**src/rtl/mem_resp_pkg.sv**
```systemverilog
// Shared types and constants for the memory responder: FSM state encoding,
// read/write polarity of the RW strobe and the default wait-state count.
package mem_resp_pkg;

    typedef enum logic [1:0] {
        IDLE = 2'd0,
        BUSY = 2'd1,
        ACK  = 2'd2
    } state_t;

    localparam logic RW_READ  = 1'b1;
    localparam logic RW_WRITE = 1'b0;

    localparam int DEFAULT_WAIT_CYCLES = 2;

endpackage

```
**src/rtl/mem_resp_array.sv**
```systemverilog
// DEPTH x DATA_W word store with one write port and a registered read port.
// Only the read register is reset; the stored words survive reset.
module mem_resp_array #(
    parameter int DEPTH  = 256,
    parameter int DATA_W = 16,
    parameter int IDX_W  = 8
) (
    input  logic              clk,
    input  logic              srst,
    input  logic              we,
    input  logic [IDX_W-1:0]  waddr,
    input  logic [DATA_W-1:0] wdata,
    input  logic              re,
    input  logic [IDX_W-1:0]  raddr,
    output logic [DATA_W-1:0] rdata
);

    logic [DATA_W-1:0] mem_array [DEPTH];
    logic [DATA_W-1:0] rdata_reg;

    always_ff @(posedge clk) begin
        if (we) begin
            mem_array[waddr] <= wdata;
        end
    end

    // The read register doubles as the responder's data_out holding register.
    always_ff @(posedge clk) begin
        if (srst) begin
            rdata_reg <= '0;
        end else if (re) begin
            rdata_reg <= mem_array[raddr];
        end
    end

    assign rdata = rdata_reg;

endmodule

```
**src/rtl/mem_responder.sv**
```systemverilog
// Memory-side responder for the EN/RW/address/MFC four-phase handshake, with
// programmable wait states and a side-band preload port sharing the array.
module mem_responder
    import mem_resp_pkg::*;
#(
    parameter int ADDR_W      = 16,
    parameter int DEPTH       = 256,
    parameter int DATA_W      = 16,
    parameter int WAIT_CYCLES = DEFAULT_WAIT_CYCLES
) (
    input  logic              clk,
    input  logic              rst,
    input  logic              EN,
    input  logic              RW,
    input  logic [ADDR_W-1:0] address,
    input  logic [DATA_W-1:0] data_in,
    output logic [DATA_W-1:0] data_out,
    output logic              MFC,
    input  logic              ld_en,
    input  logic [ADDR_W-1:0] ld_addr,
    input  logic [DATA_W-1:0] ld_data,
    output logic              ld_ack
);

    localparam int IDX_W = (DEPTH > 1) ? $clog2(DEPTH) : 1;
    localparam int CNT_W = (WAIT_CYCLES > 0) ? $clog2(WAIT_CYCLES + 1) : 1;
    localparam logic [CNT_W-1:0] CNT_LOAD = CNT_W'(WAIT_CYCLES);

    // Upper address bits are discarded by reducing modulo DEPTH.
    function automatic logic [IDX_W-1:0] to_index(input logic [ADDR_W-1:0] a);
        logic [63:0] wide;
        wide = 64'(a);
        return IDX_W'(wide % 64'(DEPTH));
    endfunction

    state_t            state_reg;
    logic [CNT_W-1:0]  cnt_reg;
    logic              rw_reg;
    logic [IDX_W-1:0]  addr_reg;
    logic [DATA_W-1:0] data_reg;
    logic              mfc_reg;
    logic              ld_ack_reg;

    logic              access_now;
    logic              bus_wr;
    logic              bus_rd;
    logic              ld_wr;
    logic              mem_we;
    logic [IDX_W-1:0]  mem_waddr;
    logic [DATA_W-1:0] mem_wdata;

    // Writes are gated by rst so an aborted-by-reset request never commits.
    assign access_now = (state_reg == BUSY) && EN && (cnt_reg == '0) && !rst;
    assign bus_wr     = access_now && (rw_reg == RW_WRITE);
    assign bus_rd     = access_now && (rw_reg == RW_READ);
    assign ld_wr      = (state_reg == IDLE) && !EN && ld_en && !rst;

    assign mem_we    = bus_wr || ld_wr;
    assign mem_waddr = bus_wr ? addr_reg : to_index(ld_addr);
    assign mem_wdata = bus_wr ? data_reg : ld_data;

    mem_resp_array #(
        .DEPTH  (DEPTH),
        .DATA_W (DATA_W),
        .IDX_W  (IDX_W)
    ) u_array (
        .clk   (clk),
        .srst  (rst),
        .we    (mem_we),
        .waddr (mem_waddr),
        .wdata (mem_wdata),
        .re    (bus_rd),
        .raddr (addr_reg),
        .rdata (data_out)
    );

    always_ff @(posedge clk) begin
        if (rst) begin
            state_reg  <= IDLE;
            cnt_reg    <= '0;
            rw_reg     <= 1'b0;
            addr_reg   <= '0;
            data_reg   <= '0;
            mfc_reg    <= 1'b0;
            ld_ack_reg <= 1'b0;
        end else begin
            ld_ack_reg <= 1'b0;
            unique case (state_reg)
                IDLE: begin
                    if (EN) begin
                        rw_reg    <= RW;
                        addr_reg  <= to_index(address);
                        data_reg  <= data_in;
                        cnt_reg   <= CNT_LOAD;
                        state_reg <= BUSY;
                    end else if (ld_en) begin
                        ld_ack_reg <= 1'b1;
                    end
                end
                BUSY: begin
                    if (!EN) begin
                        state_reg <= IDLE;
                    end else if (cnt_reg != '0) begin
                        cnt_reg <= cnt_reg - 1'b1;
                    end else begin
                        mfc_reg   <= 1'b1;
                        state_reg <= ACK;
                    end
                end
                ACK: begin
                    if (!EN) begin
                        mfc_reg   <= 1'b0;
                        state_reg <= IDLE;
                    end
                end
                default: begin
                    mfc_reg   <= 1'b0;
                    state_reg <= IDLE;
                end
            endcase
        end
    end

    assign MFC    = mfc_reg;
    assign ld_ack = ld_ack_reg;

endmodule
```
**config.mk**
```make
export PLATFORM = sky130hd
export DESIGN_NAME = mem_responder
export DESIGN_NICKNAME = d
export VERILOG_FILES = /design/src/rtl/mem_resp_pkg.sv /design/src/rtl/mem_resp_array.sv /design/src/rtl/mem_responder.sv
export SDC_FILE = /design/constraint.sdc
export NUM_CORES = 2
export LEC_CHECK = 0
export CAP_MARGIN = 0
export CORE_MARGIN = 4
export CORE_UTILIZATION = 50
export CTS_BUF_LIST = sky130_fd_sc_hd__clkbuf_16
export CTS_CLUSTER_DIAMETER = 120
export CTS_CLUSTER_SIZE = 12
export DETAILED_ROUTE_END_ITERATION = 6
export GPL_TIMING_DRIVEN = 1
export HOLD_SLACK_MARGIN = 0.1
export PLACE_DENSITY_LB_ADDON = 0.3
export RECOVER_POWER = 25
export SYNTH_ARGS = -nofsm -noshare
export SYNTH_HDL_FRONTEND = slang
export SYNTH_HIERARCHICAL = 1
export SYNTH_SLANG_ARGS = --single-unit
```
**constraint.sdc**
```tcl
create_clock -name clk -period 4 [get_ports clk]
set_input_delay 1 -clock clk [delete_from_list [all_inputs] [get_ports clk]]
set_output_delay 1 -clock clk [all_outputs]
set_load 0.1 [all_outputs]
```
==> out/summary.txt <==
Pleak = 56.81 nW
Core area = 318800 um^2
Startpoint Class = flop
Post-CTS setup buffers = 0
Comb pwr share = 0.063
Period utilization = 1.003
Routed len/inst = 34.10 um
Worst vdd ir = 382.9 uV
Post-Syn Area per Cell = 20.69 um^2
Pin count of the biggest net entering global routing = 174
Hold_sp = data_reg[13]$_SDFFE_PP0P_
Most frequent CP cell = buf_4
Antenna violations before repair = 24
Status = finished with violations
Worst Clk Skew = 0.1210 ns
CTS clk-pin slew, worst paths = 0.06 ns
Port Buffers = 70
Setup CP Type = reg2reg
Power per cell area = 465.4 nW/um^2
Overflow after GRT = 0
CP Capture Type = flop
Clock Tree Root = clkbuf_16
Clock Power Share = 0.376
Vias/cell = 6.473
Synthesized area = 160500 um^2
RSZ-0062 raised after global routing = false
Die X = 574.6 um
# IOs = 87
Yosys warns = 6
Synth top area share = 0.7663
Worst r2r src = addr_reg[1]$_SDFFE_PP0P_
Net Sw Power = 18.65 mW
Row cnt = 207
Hold Crit Endpoint = data_reg[13]$_SDFFE_PP0P_
Yosys top cell by area = edfxtp_1
FF-to-FF path depth = 11
Final core occ = 0.5764
Worst slack, placed = -0.4512 ns
Dpl cells = 12491
Setup violators final = 1
DRT Pass-1 Iters = 7
Slowest cell delay on critical path = 0.93 ns
HP Class = reg2reg
Register area share after synthesis = 0.7722
CP max-delay cell = a2111oi_0
Synth area leaders = edfxtp_1, mux4_2, mux2i_1
Slew headroom = -0.1634
Clk sinks = 4143
Final worst slack = -0.01309 ns
Critical Path, Cell by Cell = buf_12 -> buf_4 -> mux4_2 -> nand2_1 -> a21oi_1 -> a2111oi_0 -> buf_4 -> a2111oi_1 -> buf_4 -> nand4b_1 -> nand3_1
H-tree depth = 5
Inserted Clock Buffers = 383
Actual slew at the worst max-slew pin = 1.745 ns
Final Critical Period = 4.013 ns
RD Place Congestion = 0.8974
Seq pwr share = 0.561
Antenna viol nets, final = 0
Layout cells sized above 1 = 0.2363
Max Root-Sink Buffers = 4
DRC Markers = 0
Area grow syn2layout = 14.50%
Post-synth ARST share = 0
Max FO, Critical Path = 56
Clk_lat worst skew = 1.00 ns
CP required = 4.78 ns
Flop-to-flop setup slack = -0.01 ns
CTS tree = built
Number of global-route vias before repair = 81952
Die Ht = 574.6 um
Finished Cell Area = 183800 um^2
FF-to-FF End = u_array/rdata[5]$_SDFFE_PP0P_
Crit path max-delay family = compound AO/OA/AOI/OAI gates
Nets = 8662
Most frequent cells after synthesis = edfxtp_1, mux2i_1, mux4_2, nor2_1, nand2_1
Cell count after synthesis = 7756
Syn_nets = 7826
Top-count cell post-synth = edfxtp_1
Max reg flops = 4096
Power Total = 85.52 mW
Slew Limit Fails = 413
Non-Filler Instances = 12961
Peak Freq = 249.2 MHz
Final Hold Fails = 0
Final WL = 441.9 mm
Initial Util = 0.5034
Violated checks = capacitance limit, slew limit, setup timing
Die area = 330100 um^2
#FFs+latches synth = 4143
Post-place instance area = 173900 um^2
Worst path arrival time = 4.79 ns
Internal Power = 66.88 mW
Gr usage total = 0.2640
Primary FF master, synth = edfxtp_1
Vias = 83891
Netlist cell types = 70
Global-route wire length before repair = 622.1 mm
Dpl hpwl = 283.6 mm
Max Cap Viol = 7
Switching Fraction = 0.2181
Post-synth EDFFs = 4096
Initial DRC count = 12797
Hold path depth = 2
Worst path bufs/invs = 4
-- final cells by class --
| type | instances | area [um^2] |
|---|---|---|
| fill | 22727 | 135000 |
| sequential | 4143 | 124000 |
| multi-input combinational | 3133 | 33370 |
| timing repair buffer | 921 | 10670 |
| clock buffer | 384 | 9609 |
| tap | 4284 | 5360 |
| clock inverter | 80 | 757.0 |
| inverter | 10 | 46.29 |
| antenna | 6 | 15.01 |
-- cells in the final DEF, fill, tap and decap left out, drive strengths merged, types with 23 or more instances in the layout --
| cell type | n |
|---|---|
| edfxtp | 4096 |
| buf | 825 |
| mux4 | 704 |
| mux2i | 694 |
| clkbuf | 426 |
| nor2 | 295 |
| nand2 | 291 |
| o22ai | 230 |
| a21oi | 159 |
| o221ai | 128 |
| o21ai | 96 |
| a211oi | 87 |
| a22oi | 73 |
| inv | 71 |
| nand3 | 69 |
| clkdlybuf4s50 | 52 |
| a2111oi | 49 |
| dfxtp | 47 |
| nor3 | 40 |
| mux2 | 31 |
| nand4 | 23 |
-- repair_timing --
action,CTS,global route
gates resized for setup,0,2
endpoints found under the setup margin,0,2
hold buffers,0,0
-- worst min-delay path, stage by stage (launching register included) --
cell and delay [ns]:
dfxtp_1 0.31, nand2_1 0.05, a21oi_1 0.05
-- routing by layer --
metal	vias up	share of wire	GRT usage
li1	33871	-	-
met1	43869	0.38	0.3816
met2	5403	0.46	0.3976
met3	744	0.12	0.05653
met4	4	0.045	0.1027
met5	-	0.000048	0
-- power by group through the flow --
stage               Sequential (mW)  Clock, mW  Combinational [mW]
finish                         48.0       32.2                5.37
global route                   47.9       34.5                5.55
CTS                            47.9       32.6                5.38
detailed placement             48.8          0                5.37
global placement               48.8          0                5.26
floorplan                      48.9          0                3.02
-- worst max path at each step --
| stage | cells after the start | end | start |
|---|---|---|---|
| 2_1_floorplan | 11 | u_array/mem_array[235][0]$_DFFE_PP_ | rst |
| 3_3_place_gp | 10 | u_array/rdata[4]$_SDFFE_PP0P_ | rst |
| 3_5_place_dp | 10 | u_array/rdata[4]$_SDFFE_PP0P_ | EN |
| 4_1_cts | 11 | u_array/rdata[5]$_SDFFE_PP0P_ | addr_reg[1]$_SDFFE_PP0P_ |
| 5_1_grt | 11 | u_array/rdata[5]$_SDFFE_PP0P_ | addr_reg[1]$_SDFFE_PP0P_ |
| 6_report | 11 | u_array/rdata[5]$_SDFFE_PP0P_ | addr_reg[1]$_SDFFE_PP0P_ |
-- stage by stage --
step / TNS (ns) / hold WS (ns)
2_1_floorplan: -329.63 / 0.4338
3_3_place_gp: -520.81 / 0.4512
3_5_place_dp: -522.29 / 0.4574
4_1_cts: 0 / 0.4712
5_1_grt: 0 / 0.4856
6_report: -0.01309 / 0.4582
-- logic make-up after synthesis --
family / synth area share
buffers and inverters: 0.02173
AOI/OAI and AO/OA: 0.03960
adders and majority gates: 0.00007794
DFF: 0.7722
muxes: 0.1453
and+or+nand+nor: 0.02105
Power figures use the tool's default switching activity.
